<file path="src/rtl/uart_defs_pkg.sv">
// -----------------------------------------------------------------------------
// uart_defs_pkg
// Shared UART definitions used by the TX engine and the future RX stage:
//   - tx_state_t     : 3-bit FSM state encodings for the transmit engine
//   - BPS_DIV_9600   : clock divisor for 9600 baud at 50 MHz
//   - BPS_DIV_115200 : clock divisor for 115200 baud at 50 MHz
//   - LINE_IDLE      : level of the serial line when nothing is sent
//   - calc_parity()  : parity bit of a byte, even or odd
// -----------------------------------------------------------------------------
package uart_defs_pkg;

  typedef enum logic [2:0] {
    ST_IDLE   = 3'd0,
    ST_START  = 3'd1,
    ST_DATA   = 3'd2,
    ST_PARITY = 3'd3,
    ST_STOP   = 3'd4,
    ST_DONE   = 3'd5
  } tx_state_t;

  localparam int unsigned BPS_DIV_9600   = 5208;
  localparam int unsigned BPS_DIV_115200 = 434;

  localparam logic LINE_IDLE = 1'b1;

  // Even parity makes the total count of ones even; odd parity inverts it.
  function automatic logic calc_parity(input logic [7:0] data, input logic odd);
    return (^data) ^ odd;
  endfunction

endpackage

</file>
<file path="src/rtl/uart_bps_tick.sv">
// -----------------------------------------------------------------------------
// uart_bps_tick
// Bit-period timer. A 16-bit counter runs 0..BPS_DIV-1 while run is high and
// is held at zero while run is low. tick pulses for one cycle on the last
// count of each bit period, on the same cycle the counter wraps.
// Ports:
//   CLK   in  system clock
//   RST_N in  asynchronous active-low reset
//   run   in  counter enable; low clears the counter
//   tick  out one-cycle pulse at the end of each bit period
// -----------------------------------------------------------------------------
module uart_bps_tick #(
  parameter int unsigned BPS_DIV = 5208
) (
  input  logic CLK,
  input  logic RST_N,
  input  logic run,
  output logic tick
);

  localparam logic [15:0] LAST_CNT = 16'(BPS_DIV - 1);

  logic [15:0] r_cnt;

  always_ff @(posedge CLK or negedge RST_N) begin
    if (!RST_N) begin
      r_cnt <= '0;
    end else if (!run) begin
      r_cnt <= '0;
    end else if (r_cnt == LAST_CNT) begin
      r_cnt <= '0;
    end else begin
      r_cnt <= r_cnt + 16'd1;
    end
  end

  assign tick = run && (r_cnt == LAST_CNT);

endmodule

</file>
<file path="src/rtl/uart_tx_engine.sv">
// -----------------------------------------------------------------------------
// uart_tx_engine
// UART transmit serialiser. On a level enable it latches a byte and sends
// start bit, 8 data bits LSB first, optional parity, then 1 or 2 stop bits,
// and returns a one-cycle done pulse so the control stage can drop enable.
// Ports:
//   CLK         in  system clock
//   RST_N       in  asynchronous active-low reset (aborts any frame silently)
//   TX_En_Sig   in  level request, held until TX_Done_Sig is seen
//   TX_Data     in  byte to send, sampled only on the frame-start edge
//   TX_Done_Sig out one-cycle pulse when the last stop bit completes
//   TX_Busy     out high from frame start through the done cycle
//   TX_Pin_Out  out serial line, idles high
// All outputs are registered.
// -----------------------------------------------------------------------------
module uart_tx_engine
  import uart_defs_pkg::*;
#(
  parameter int unsigned BPS_DIV    = BPS_DIV_9600,
  parameter int unsigned PARITY_EN  = 0,
  parameter int unsigned PARITY_ODD = 0,
  parameter int unsigned STOP_BITS  = 1
) (
  input  logic       CLK,
  input  logic       RST_N,
  input  logic       TX_En_Sig,
  input  logic [7:0] TX_Data,
  output logic       TX_Done_Sig,
  output logic       TX_Busy,
  output logic       TX_Pin_Out
);

  // Index of the final stop bit: 0 for one stop bit, 1 for two.
  localparam logic LAST_STOP = (STOP_BITS == 2);
  localparam logic ODD_PAR   = (PARITY_ODD != 0);
  localparam logic HAS_PAR   = (PARITY_EN != 0);

  tx_state_t  r_state;
  logic [7:0] r_shift;
  logic [2:0] r_bit_idx;
  logic       r_parity;
  logic       r_stop_cnt;

  logic       w_run;
  logic       w_tick;

  // The bit timer only runs while a bit is actually on the line.
  assign w_run = (r_state != ST_IDLE) && (r_state != ST_DONE);

  uart_bps_tick #(
    .BPS_DIV (BPS_DIV)
  ) u_bps_tick (
    .CLK   (CLK),
    .RST_N (RST_N),
    .run   (w_run),
    .tick  (w_tick)
  );

  always_ff @(posedge CLK or negedge RST_N) begin
    if (!RST_N) begin
      r_state     <= ST_IDLE;
      r_shift     <= '0;
      r_bit_idx   <= '0;
      r_parity    <= 1'b0;
      r_stop_cnt  <= 1'b0;
      TX_Pin_Out  <= LINE_IDLE;
      TX_Done_Sig <= 1'b0;
      TX_Busy     <= 1'b0;
    end else begin
      case (r_state)
        ST_IDLE: begin
          TX_Pin_Out  <= LINE_IDLE;
          TX_Done_Sig <= 1'b0;
          TX_Busy     <= 1'b0;
          if (TX_En_Sig) begin
            // Parity is taken from the byte now, before it is shifted out.
            r_shift    <= TX_Data;
            r_parity   <= calc_parity(TX_Data, ODD_PAR);
            TX_Pin_Out <= 1'b0;
            TX_Busy    <= 1'b1;
            r_state    <= ST_START;
          end
        end

        ST_START: begin
          if (w_tick) begin
            TX_Pin_Out <= r_shift[0];
            r_shift    <= {1'b0, r_shift[7:1]};
            r_bit_idx  <= 3'd0;
            r_state    <= ST_DATA;
          end
        end

        ST_DATA: begin
          if (w_tick) begin
            if (r_bit_idx != 3'd7) begin
              r_bit_idx  <= r_bit_idx + 3'd1;
              TX_Pin_Out <= r_shift[0];
              r_shift    <= {1'b0, r_shift[7:1]};
            end else if (HAS_PAR) begin
              TX_Pin_Out <= r_parity;
              r_state    <= ST_PARITY;
            end else begin
              TX_Pin_Out <= 1'b1;
              r_stop_cnt <= 1'b0;
              r_state    <= ST_STOP;
            end
          end
        end

        ST_PARITY: begin
          if (w_tick) begin
            TX_Pin_Out <= 1'b1;
            r_stop_cnt <= 1'b0;
            r_state    <= ST_STOP;
          end
        end

        ST_STOP: begin
          if (w_tick) begin
            if (r_stop_cnt == LAST_STOP) begin
              TX_Done_Sig <= 1'b1;
              r_state     <= ST_DONE;
            end else begin
              r_stop_cnt <= 1'b1;
            end
          end
        end

        ST_DONE: begin
          // Enable may still be high here; the new frame waits for IDLE.
          TX_Pin_Out  <= LINE_IDLE;
          TX_Done_Sig <= 1'b0;
          TX_Busy     <= 1'b0;
          r_state     <= ST_IDLE;
        end

        default: begin
          TX_Pin_Out  <= LINE_IDLE;
          TX_Done_Sig <= 1'b0;
          TX_Busy     <= 1'b0;
          r_state     <= ST_IDLE;
        end
      endcase
    end
  end

endmodule

</file>
<file path="config.mk">
export PLATFORM = sky130hd
export DESIGN_NAME = uart_tx_engine
export DESIGN_NICKNAME = d
export VERILOG_FILES = /design/src/rtl/uart_defs_pkg.sv /design/src/rtl/uart_bps_tick.sv /design/src/rtl/uart_tx_engine.sv
export SDC_FILE = /design/constraint.sdc
export NUM_CORES = 1
export LEC_CHECK = 0
export ABC_AREA = 1
export BUFFER_PORTS_ARGS = -buffer_cell sky130_fd_sc_hd__buf_4
export CAP_MARGIN = 30
export CORE_UTILIZATION = 30
export CTS_BUF_LIST = sky130_fd_sc_hd__clkbuf_4 sky130_fd_sc_hd__clkbuf_8
export DETAILED_ROUTE_END_ITERATION = 10
export REMOVE_ABC_BUFFERS = 1
export SKIP_CTS_REPAIR_TIMING = 1
export SYNTH_ARGS = -nofsm -noshare
export SYNTH_HDL_FRONTEND = slang
export SYNTH_SLANG_ARGS = --single-unit
</file>
<file path="constraint.sdc">
create_clock -name CLK -period 2.1 [get_ports CLK]
set_clock_uncertainty 0.1 [all_clocks]
set_input_delay 0.42 -clock CLK [delete_from_list [all_inputs] [get_ports CLK]]
set_output_delay 0.42 -clock CLK [all_outputs]
set_load 0.02 [all_outputs]
</file>
# After elaboration in Yosys (flattened, before gate mapping)
# Cells that the tools add are included.
[classes]
bitwise = 2
n_eq_ne = 15
muxes = 36
add_sub_neg = 2
n_reduce_logical = 15
[op_table]
columns = ["op", "n"]
rows = [
  ["$mux W16", 2],
  ["$mux W8", 4],
  ["$mux W3", 10],
  ["$pmux W8 S3", 1],
  ["$add A16 B1 Y16 const B", 1],
  ["$eq A16 B13 Y1 const B", 1],
  ["$pmux W3 S5", 1],
  ["$mux W1", 13],
  ["$reduce_and A5 Y1", 2],
  ["$reduce_bool A3 Y1", 3],
  ["$ne A2 B1 Y1 const B", 4],
  ["$ne A2 B2 Y1 const B", 4],
  ["$reduce_and A4 Y1", 2],
  ["$reduce_and A7 Y1", 1],
  ["$eq A3 B2 Y1 const B", 2],
  ["$ne A3 B3 Y1 const B", 2],
  ["$pmux W3 S2", 1],
  ["$pmux W1 S5", 1],
  ["$pmux W1 S2", 2],
  ["$reduce_or A4 Y1", 1],
  ["$add A3 B1 Y3 const B", 1],
  ["$eq A3 B1 Y1 const B", 1],
  ["$eq A3 B3 Y1 const B", 1],
  ["$logic_not A3 Y1", 1],
  ["6 further kinds", 8],
]
[word_totals]
wordCells = 78
regBits = 34
output_inout_bits = 3

# Logic depth before layout (Yosys ltp)
# Gate-level depths: netlist of the first run.
[logic_depth]
depth_word = 5
depth_mapped = 10
mapped_depth_nobuf = 10

# Hierarchy
# Synthesis of the first run repeated with hierarchy kept, for this count alone.
[hier_totals]
cells_unflattened = 265
hier_area_um2 = 1935.6
[by_module_without_submodules]
columns = ["module", "area_per_inst_um2", "instances", "cells_each"]
rows = [
  ["uart_tx_engine", 1033.5, 1, 136],
  ["uart_bps_tick", 902.1, 1, 129],
]

# Worst setup path after synthesis of the first run
# No wires, ideal clock.
[synth_path]
path_kind = "register to register"
startpoint = "register r_bit_idx[0]"
endpoint = "register r_shift[7]"
arrival_ns = 1.438
setup_ns = 0.117
slack_ns = 0.446
t_required_ns = 1.883
stages_incl_launch_ff = 9
path_cell_list = "dfrtp_1 > ha_1 > ha_1 > o21ai_1 > nand2_1 > nor2_8 > nand2_4 > nand2_1 > nand2_1"
[synth_via]
elab_chain_cells = 3
[synth_lines]
columns = ["element", "line", "text"]
rows = [
  ["from (decl)", "uart_tx_engine.sv:40", "logic [2:0] r_bit_idx;"],
  ["from (signal assigned)", "uart_tx_engine.sv:97", "r_bit_idx <= r_bit_idx + 3'd1;"],
  ["$ne A3 B3 Y1", "uart_tx_engine.sv:96", "if (r_bit_idx != 3'd7) begin"],
  ["$ne A2 B2 Y1 (no line)", "-", ""],
  ["$reduce_and A5 Y1 (no line)", "-", ""],
  ["to (signal assigned)", "uart_tx_engine.sv:77", "r_shift <= TX_Data;"],
  ["to (signal assigned)", "uart_tx_engine.sv:88", "r_shift <= {1'b0, r_shift[7:1]};"],
  ["to (signal assigned)", "uart_tx_engine.sv:99", "r_shift <= {1'b0, r_shift[7:1]};"],
  ["to (decl)", "uart_tx_engine.sv:39", "logic [7:0] r_shift;"],
]
# Every way passes these cells.
# A chain may end at the register's enable or synchronous reset.

# Final worst setup path of the first run
# Ends and elaborated chain as after synthesis.

==> reports/results.md, run 1 <==
• run status: complete, no violations
• floorplan core area: 6100 um2
• first-iteration detailed-routing DRC count: 98
• fraction of layout instances using a drive strength above 1: 0.191
• Netlist cell types: 28
• wire length per cell after detailed routing: 11.4 um
• YS warnings: 0
• leftover overflow at the end of global routing: 0
• area occupied by registers: 827 um2
• critical path type: reg2reg
• H-Tree Depth: 2
• Fin Hold WS: 0.320 ns
• clock tree from TritonCTS: yes
• commonest cells after routing, fill and taps aside: nand2_1, dfrtp_1, nor2_1
• gr usage total: 0.135
• Critical-path top delay cell: dfrtp_1
• count of standard-cell rows: 28
• data arrival at the endpoint of the critical path: 1.87 ns
• GR Util met2: 0.215
• top-level I/O count: 14
• number of hold-slack violations in the final timing report: 0
• area occupied by multi-input gates: 997 um2
• antenna violations before repair: 0
• average via count per standard cell: 4.78
• final non-filler cell total: 347
• startpoint kind of the worst setup timing path: register
• most common cell after layout, fill and taps aside: nand2_1
• fill cell count: 657
• number of nets in the layout: 285
• Routability Congestion: 0.830
• detailed placement HPWL: 2900 um
• synthesized area: 1940 um2
• Post-synth EDFFs: 0
• peak per-stage delay on the critical path: 0.40 ns
• port bufs: 13
• LEAKAGE: 1.08 nW
• met1 routing resource usage after global routing: 0.175
• peak supply drop: 0.000258 V
• path category of the worst min-delay check: in2reg
• Max Root-Sink Buffers: 2
• Slew Limit Fails: 0
• cells after synthesis: 252
• Cells after DPL: 338
• first-pass GRT wire length: 6990 um
• clk sink count: 33
• Layout area overhead: 14.4%
• cell-by-cell listing of the critical path: ha_1, ha_1, o21ai_1, nand2_1, nor2_8, nand2_4, nand2_1, nand2_1
• Final ANT Viol Nets: 0
• Top cell by count, worst path: nand2_1
• Chip Width: 82.5 um
• sequential cell area fraction in the yosys report: 0.426
• starting density of the core: 0.319
• Synth top area share: 0.412
• TritonCTS Buffers: 5
• Total Power Consumption: 0.00119 W
• maximum fanout encountered on the critical timing path: 9
• average size of a mapped cell: 7.71 um2
• critical path data required time: 2.18 ns
• clock latency reported for the late side of the worst-skew pair: 0.29 ns
• post-synthesis register bit count: 33
• chip height: 82.5 um
• met3 usage: 0.0308
• post-detailed-routing wire length: 3970 um
• CP Capture Type: register
• count of endpoints failing setup in the final report: 0
• number of buffers and inverters on the critical path: 0
• library cell with the largest summed area after synthesis: dfrtp_1
• most utilized layer in the global route result: met2
• post-route minimum period: 1.79 ns
• clk root buf: clkbuf_8
• number of detailed-route iterations in the first pass: 4
• slew at the pin closest to its max-slew limit: 0.429 ns
• number of maximum-capacitance constraint violations: 0
• number of global-route vias before repair: 1615
• Crit path max-delay family: simple AND/OR/NAND/NOR gates
• Synth async-reset ratio: 1.00
• worst relative slew slack: 0.714
• via count: 1658
• largest cells by area after synthesis: dfrtp_1, nand2_1, nand3_1
• final core utilization: 0.364
• Period Utilization, post-route: 0.855
• Inserted Diodes: 0
• power density of the placed cells: 537 nW/um2
• Max Fclk: 0.557 GHz
• RSZ-0062 raised after global routing: false
• flip-flop cell with the highest count after synthesis: dfrtp_1
• Residual DRC: 0
• Total Die Area: 6800 um2
• clk slew on worst S/H paths: 0.06 ns
• accumulated negative setup slack: 0 ns
• largest net degree at the start of global routing: 34
[layout make-up]
type,count,share of cell area
Multi-Input combinational cell,191,0.449
Sequential cell,33,0.372
Inverter,26,0.0439
Clock buffer,8,0.0439
Timing Repair Buffer,14,0.0485
Tap cell,75,0.0423
[where the power goes]
group,leakage (nW),switching (W),internal (W)
registers,0.433,0,0.000636
logic,0.595,0.0000208,0.0000169
clock network,0.0523,0.000226,0.000293
total,1.08,0.000247,0.000946
[Yosys cell counts (2+ instances only)]
cell      n
o21ai_0   2
nor2_1   32
nand4_1   3
nor3_1    8
dfrtp_1  32
nand2_4   4
nor3b_1   2
nor2_2    5
o21ai_1   3
inv_2     6
nand3_1  24
xor2_1    4
a21oi_1   3
ha_1      3
nand3_2  12
inv_1    20
nand2_1  78
[flip-flops by register name (all words and copies together) (netlist names)]
name and flops:
r_shift 8, u_bps_tick.r_cnt 16, TX_Busy 1, r_bit_idx 3, TX_Done_Sig 1, r_state 3, TX_Pin_Out 1
[final timing paths]
path                               from         end  slack (ns)  cells past startpoint
max                        r_bit_idx[0]  r_shift[7]        0.31                      8
min                          TX_Data[7]  r_shift[7]        0.32                      3
max reg2reg                r_bit_idx[0]  r_shift[7]        0.31                      8
min reg2reg                  TX_Pin_Out  TX_Pin_Out        0.36                      2
max in group asynchronous         RST_N  TX_Pin_Out        1.05                      2
min in group asynchronous         RST_N  r_shift[2]        0.51                      2
[cell families after synthesis]
kind of cell | count (synthesis) | synth area share
AOI/OAI and AO/OA | 12 | 0.0361
xor gates and xnor gates | 4 | 0.0180
adders and majority gates | 3 | 0.0193
buffers and inverters | 28 | 0.0606
DFF | 33 | 0.426
and+or+nand+nor | 172 | 0.440
[metal layers]
metal,up-vias,wire [um]
li1,851,-
met1,767,2030
met2,30,1720
met3,10,131
met4,0,82
met5,-,0
[stage by stage]
| stage | setup slack, ns | area [um2] |
|---|---|---|
| 2_1_floorplan | 0.443 | 1920 |
| 3_3_place_gp | 0.309 | 2110 |
| 3_5_place_dp | 0.290 | 2110 |
| 4_1_cts | 0.283 | 2210 |
| 5_1_grt | 0.159 | 2220 |
| 6_report | 0.306 | 2220 |
[tightest hold or removal path, delay by kind of cell]
family                 cells  cell delay (ns)
buffers and inverters      1             0.09
and+or+nand+nor            2             0.16
Note: power is estimated with default switching activity, not from simulation.
==> run 2, diff against run 1 <==
PLACE_DENSITY = 0.42   (was not set)
==> run 2 against run 1 <==
  * The run now ends with negative hold slack left
  * Sequential power barely moved
  * Flip-flop and latch count did not move
  * Critical path depth did not move
  * Largest cell class unchanged
==> reports/results.md, run 2 (synthesized netlist as in run 1, its figures left out) <==
• run status: finished, violations left
• violated checks: negative hold slack
• data arrival at the endpoint of the critical path: 1.89 ns
• path category of the worst min-delay check: in2async
• maximum fanout encountered on the critical timing path: 9
• cell-by-cell listing of the critical path: ha_1, ha_1, o21ai_1, nand2_1, nor2_8, nand2_4, nand2_1, nand2_1
• post-detailed-routing wire length: 4340 um
• internal power consumption: 0.00105 W
• clk slew on worst S/H paths: 0.08 ns
• floorplan core area: 6100 um2
• register share of total power: 0.479
• number of nets in the layout: 284
• Critical-path top delay cell: dfrtp_1
• number of hold-slack violations in the final timing report: 32
• Slew Limit Fails: 0
• LEAKAGE: 1.09 nW
• part of the total power dissipated in combinational logic: 0.027
• Fin Hold WS: -0.0259 ns
• critical path data required time: 2.18 ns
• Sw Ratio: 0.208
• Period Utilization, post-route: 0.859
• final design instance area without fill: 2230 um2
• first-iteration detailed-routing DRC count: 118
• fraction of layout instances using a drive strength above 1: 0.192
• largest net degree at the start of global routing: 34
• most common cell after layout, fill and taps aside: nand2_1
• reg2reg start: r_bit_idx[0]
• Residual DRC: 0
• count of endpoints failing setup in the final report: 0
• H-Tree Depth: 2
• first-pass GRT wire length: 7770 um
• Max Root-Sink Buffers: 2
• antenna violations before repair: 0
• top-level I/O count: 14
• area occupied by registers: 827 um2
• post-route minimum period: 1.80 ns
• chip height: 82.5 um
• average via count per standard cell: 4.63
• accumulated negative setup slack: 0 ns
• detailed-routed wire length on met3: 144 um
• number of buffers and inverters on the critical path: 0
• starting density of the core: 0.319
• TritonCTS Buffers: 5
• via count: 1603
• number of global-route vias before repair: 1637
• number of maximum-capacitance constraint violations: 0
• port bufs: 13
• routed metal-1 wirelength: 2130 um
• clock latency reported for the late side of the worst-skew pair: 0.29 ns
• placed cell area: 2110 um2
• final core utilization: 0.366
• clk sink count: 33
• RSZ-0062 raised after global routing: false
• Chip Width: 82.5 um
• top register by number of flip-flops: u_bps_tick.r_cnt
• gr usage total: 0.154
• commonest cells after routing, fill and taps aside: nand2_1, dfrtp_1, nor2_1
• Inserted Diodes: 0
• Final ANT Viol Nets: 0
• Routability Congestion: 0.749
• peak per-stage delay on the critical path: 0.40 ns
• top metal layer carrying routed signals: met4
• leftover overflow at the end of global routing: 0
• max FFs per register: 16
• power dissipated by switching net loads: 0.000276 W
• part of the power in the clock network: 0.494
• largest registers in the final layout: u_bps_tick.r_cnt: 16 flops, r_shift: 8 flops
• number of detailed-route iterations in the first pass: 4
• worst relative slew slack: 0.696
• peak supply drop: 0.000288 V
• Top cell by count, worst path: nand2_1
• clock tree from TritonCTS: yes
• count of standard-cell rows: 28
• critical path type: reg2reg
• startpoint kind of the worst setup timing path: register
• fill cell count: 665
• wire length per cell after detailed routing: 12.5 um
• clk root buf: clkbuf_8
• launching element of the worst setup path: r_bit_idx[0]
• detailed placement HPWL: 3100 um
• slew at the pin closest to its max-slew limit: 0.456 ns
• area occupied by multi-input gates: 997 um2
• power density of the placed cells: 594 nW/um2
• met2 routed wirelength: 1990 um
• Layout area overhead: 15.0%
• Max Fclk: 0.554 GHz
• Total Die Area: 6800 um2
• CP Capture Type: register
• Crit path max-delay family: simple AND/OR/NAND/NOR gates
## run 2: cell types whose count changed in the layout (fill, tap and decap cells not counted), sizes merged
cell,before,now
bufinv,0,1
dlygate4sd3,1,0
clkbuf,8,7
## run 2: area by class of cell
type / instances / area share
Clock buffer: 7 / 0.0403
Inverter: 26 / 0.0437
Tap cell: 75 / 0.0420
Clock inverter: 1 / 0.0134
Timing Repair Buffer: 13 / 0.0437
Sequential cell: 33 / 0.370
Multi-Input combinational cell: 191 / 0.446
## run 2: through the flow
step | setup WS, ns | cells | total power (W)
global placement | 0.279 | 338 | 0.000686
CTS | 0.282 | 346 | 0.00135
global route | 0.158 | 346 | 0.00138
floorplan | 0.443 | 250 | 0.000656
finish | 0.296 | 346 | 0.00133
detailed placement | 0.282 | 338 | 0.000686
## run 2: worst paths after layout
path                                             end  cells after the start  slack (ns)
worst max-delay path                      r_shift[1]                      8        0.30
worst min-delay path            u_bps_tick.r_cnt[14]                      1       -0.03
worst max register to register            r_shift[1]                      8        0.30
worst min register to register   u_bps_tick.r_cnt[0]                      1        0.36
max in group asynchronous                 TX_Pin_Out                      1        1.57
min in group CLK                          r_shift[7]                      3        0.32
## run 2: power groups by stage
stage / sequential, W / combinational (W) / clock (W)
2_1_floorplan: 0.000648 / 0.00000797 / 0
3_3_place_gp: 0.000647 / 0.0000380 / 0
3_5_place_dp: 0.000647 / 0.0000381 / 0
4_1_cts: 0.000635 / 0.0000383 / 0.000675
5_1_grt: 0.000635 / 0.0000418 / 0.000701
6_report: 0.000635 / 0.0000361 / 0.000656
## run 2: layer usage
metal | vias up | GRT usage
li1 | 843 | -
met1 | 728 | 0.204
met2 | 24 | 0.242
met3 | 8 | 0.0352
met4 | 0 | 0.0614
met5 | - | 0
==> run 3, diff against run 2 <==
CORE_ASPECT_RATIO = 0.6   (was not set)
CORE_UTILIZATION = 45   (was 30)
PLACE_DENSITY = not set   (was 0.42)
PLACE_DENSITY_LB_ADDON = 0.12   (was not set)
==> run 3 against run 2 <==
  * The flow still finishes with violations (negative hold slack)
  * Worst setup slack got worse by 0.037 ns
  * Die area decreased by 32%
  * Register-to-register slack got worse by 0.04 ns
  * Combinational power increased by 2%
  * Critical path depth unchanged
  * Sequential share of layout area increased by 0.72 points
==> reports/results.md, run 3 (synthesized netlist as in run 1, its figures left out) <==
• number of detailed-route iterations in the first pass: 5
• Final ANT Viol Nets: 0
• Chip Width: 86.8 um
• H-Tree Depth: 2
• number of global-route vias before repair: 1412
• top register by number of flip-flops: u_bps_tick.r_cnt
• Max Root-Sink Buffers: 2
• Layout area overhead: 12.8%
• first-pass GRT wire length: 7060 um
• critical path data required time: 2.17 ns
• Total Die Area: 4590 um2
• Crit path max-delay family: simple AND/OR/NAND/NOR gates
• RSZ-0062 raised after global routing: false
• clk sink count: 33
• wire length per cell after detailed routing: 12.5 um
• clk slew on worst S/H paths: 0.07 ns
• Critical-path top delay cell: dfrtp_1
• starting density of the core: 0.471
• Residual DRC: 0
• path category of the worst min-delay check: in2async
• maximum fanout encountered on the critical timing path: 9
• port bufs: 13
• count of standard-cell rows: 18
• reg2reg start: r_bit_idx[0]
• average via count per standard cell: 4.99
• Period Utilization, post-route: 0.877
• worst reg2reg endpoint: r_shift[7]
• final core utilization: 0.532
• max FFs per register: 16
• accumulated negative setup slack: 0 ns
• leftover overflow at the end of global routing: 0
• startpoint kind of the worst setup timing path: register
• first-iteration detailed-routing DRC count: 119
• run status: finished, violations left
• clock latency reported for the late side of the worst-skew pair: 0.28 ns
• min setup slack post-route: 0.259 ns
• pre-CTS setup slack: 0.264 ns
• top-level I/O count: 14
• area occupied by registers: 827 um2
• number of buffers and inverters on the critical path: 0
• Max Fclk: 0.543 GHz
• peak per-stage delay on the critical path: 0.40 ns
• Inserted Diodes: 0
• area occupied by multi-input gates: 997 um2
• peak supply drop: 0.000372 V
• CP Capture Type: register
• largest registers in the final layout: u_bps_tick.r_cnt: 16 flops, r_shift: 8 flops
• critical path type: reg2reg
• Slew Limit Fails: 0
• Routability Congestion: 0.863
• commonest cells after routing, fill and taps aside: nand2_1, dfrtp_1, nor2_1
• data arrival at the endpoint of the critical path: 1.92 ns
• worst relative slew slack: 0.709
• fill cell count: 392
• met1 routing resource usage after global routing: 0.350
• most utilized layer in the global route result: met1
• via count: 1657
• power density of the placed cells: 530 nW/um2
• met3 usage: 0.0671
• slew at the pin closest to its max-slew limit: 0.437 ns
• Cells after DPL: 324
• most common cell after layout, fill and taps aside: nand2_1
• largest net degree at the start of global routing: 34
• fraction of layout instances using a drive strength above 1: 0.195
• post-route minimum period: 1.84 ns
• count of endpoints failing setup in the final report: 0
• gr usage total: 0.211
• number of maximum-capacitance constraint violations: 0
• number of hold-slack violations in the final timing report: 32
• Total Power Consumption: 0.00116 W
• post-detailed-routing wire length: 4140 um
• antenna violations before repair: 0
• TritonCTS Buffers: 5
• GR Util met2: 0.234
• worst reg2reg path depth: 8
• detailed placement HPWL: 3030 um
• clk root buf: clkbuf_8
• floorplan core area: 4120 um2
• Top cell by count, worst path: nand2_1
• cell-by-cell listing of the critical path: ha_1, ha_1, o21ai_1, nand2_1, nor2_8, nand2_4, nand2_1, nand2_1
• clock tree from TritonCTS: yes
• violated checks: negative hold slack
• chip height: 52.9 um
• final non-filler cell total: 332
• reg-to-reg slack, setup: 0.26 ns
• number of nets in the layout: 285
• Fin Hold WS: -0.0198 ns
• LEAKAGE: 1.08 nW
[run 3: report_power, final]
group	leakage, nW	total, W	internal [W]	switching [W]
Clock	0.0491	0.000490	0.000258	0.000231
Combinational	0.595	0.0000367	0.0000157	0.0000211
Sequential	0.433	0.000636	0.000636	0
[run 3: layout make-up]
cell class / count / area share
clock buffers: 7 / 0.0383
well taps: 60 / 0.0343
multi-input cells: 191 / 0.455
flip-flops and latches: 33 / 0.377
inverters: 26 / 0.0445
clock inverters: 1 / 0.00228
repair buffers: 14 / 0.0480
[run 3: how the worst max path moves through the flow]
stage / slack, ns / startpoint / cells after the start / end
floorplan: 0.44 / r_bit_idx[0] / 8 / r_shift[7]
CTS: 0.26 / r_bit_idx[0] / 8 / r_shift[1]
detailed placement: 0.26 / r_bit_idx[0] / 8 / r_shift[1]
finish: 0.26 / r_bit_idx[0] / 8 / r_shift[7]
global placement: 0.26 / r_bit_idx[0] / 8 / r_shift[1]
global route: 0.08 / r_bit_idx[0] / 8 / r_shift[7]
[run 3: layer usage]
metal | share of wire | routed length (um) | vias up
li1 | - | - | 848
met3 | 0.075 | 312 | 7
met5 | 0 | 0 | -
met4 | 0.011 | 46 | 0
met1 | 0.57 | 2370 | 743
met2 | 0.34 | 1410 | 59
[run 3: through the flow]
stage	area (um2)	hold WS, ns
2_1_floorplan	1920	0.0244
3_3_place_gp	2100	0.297
3_5_place_dp	2100	0.301
4_1_cts	2190	-0.0114
5_1_grt	2190	0.000546
6_report	2190	-0.0198
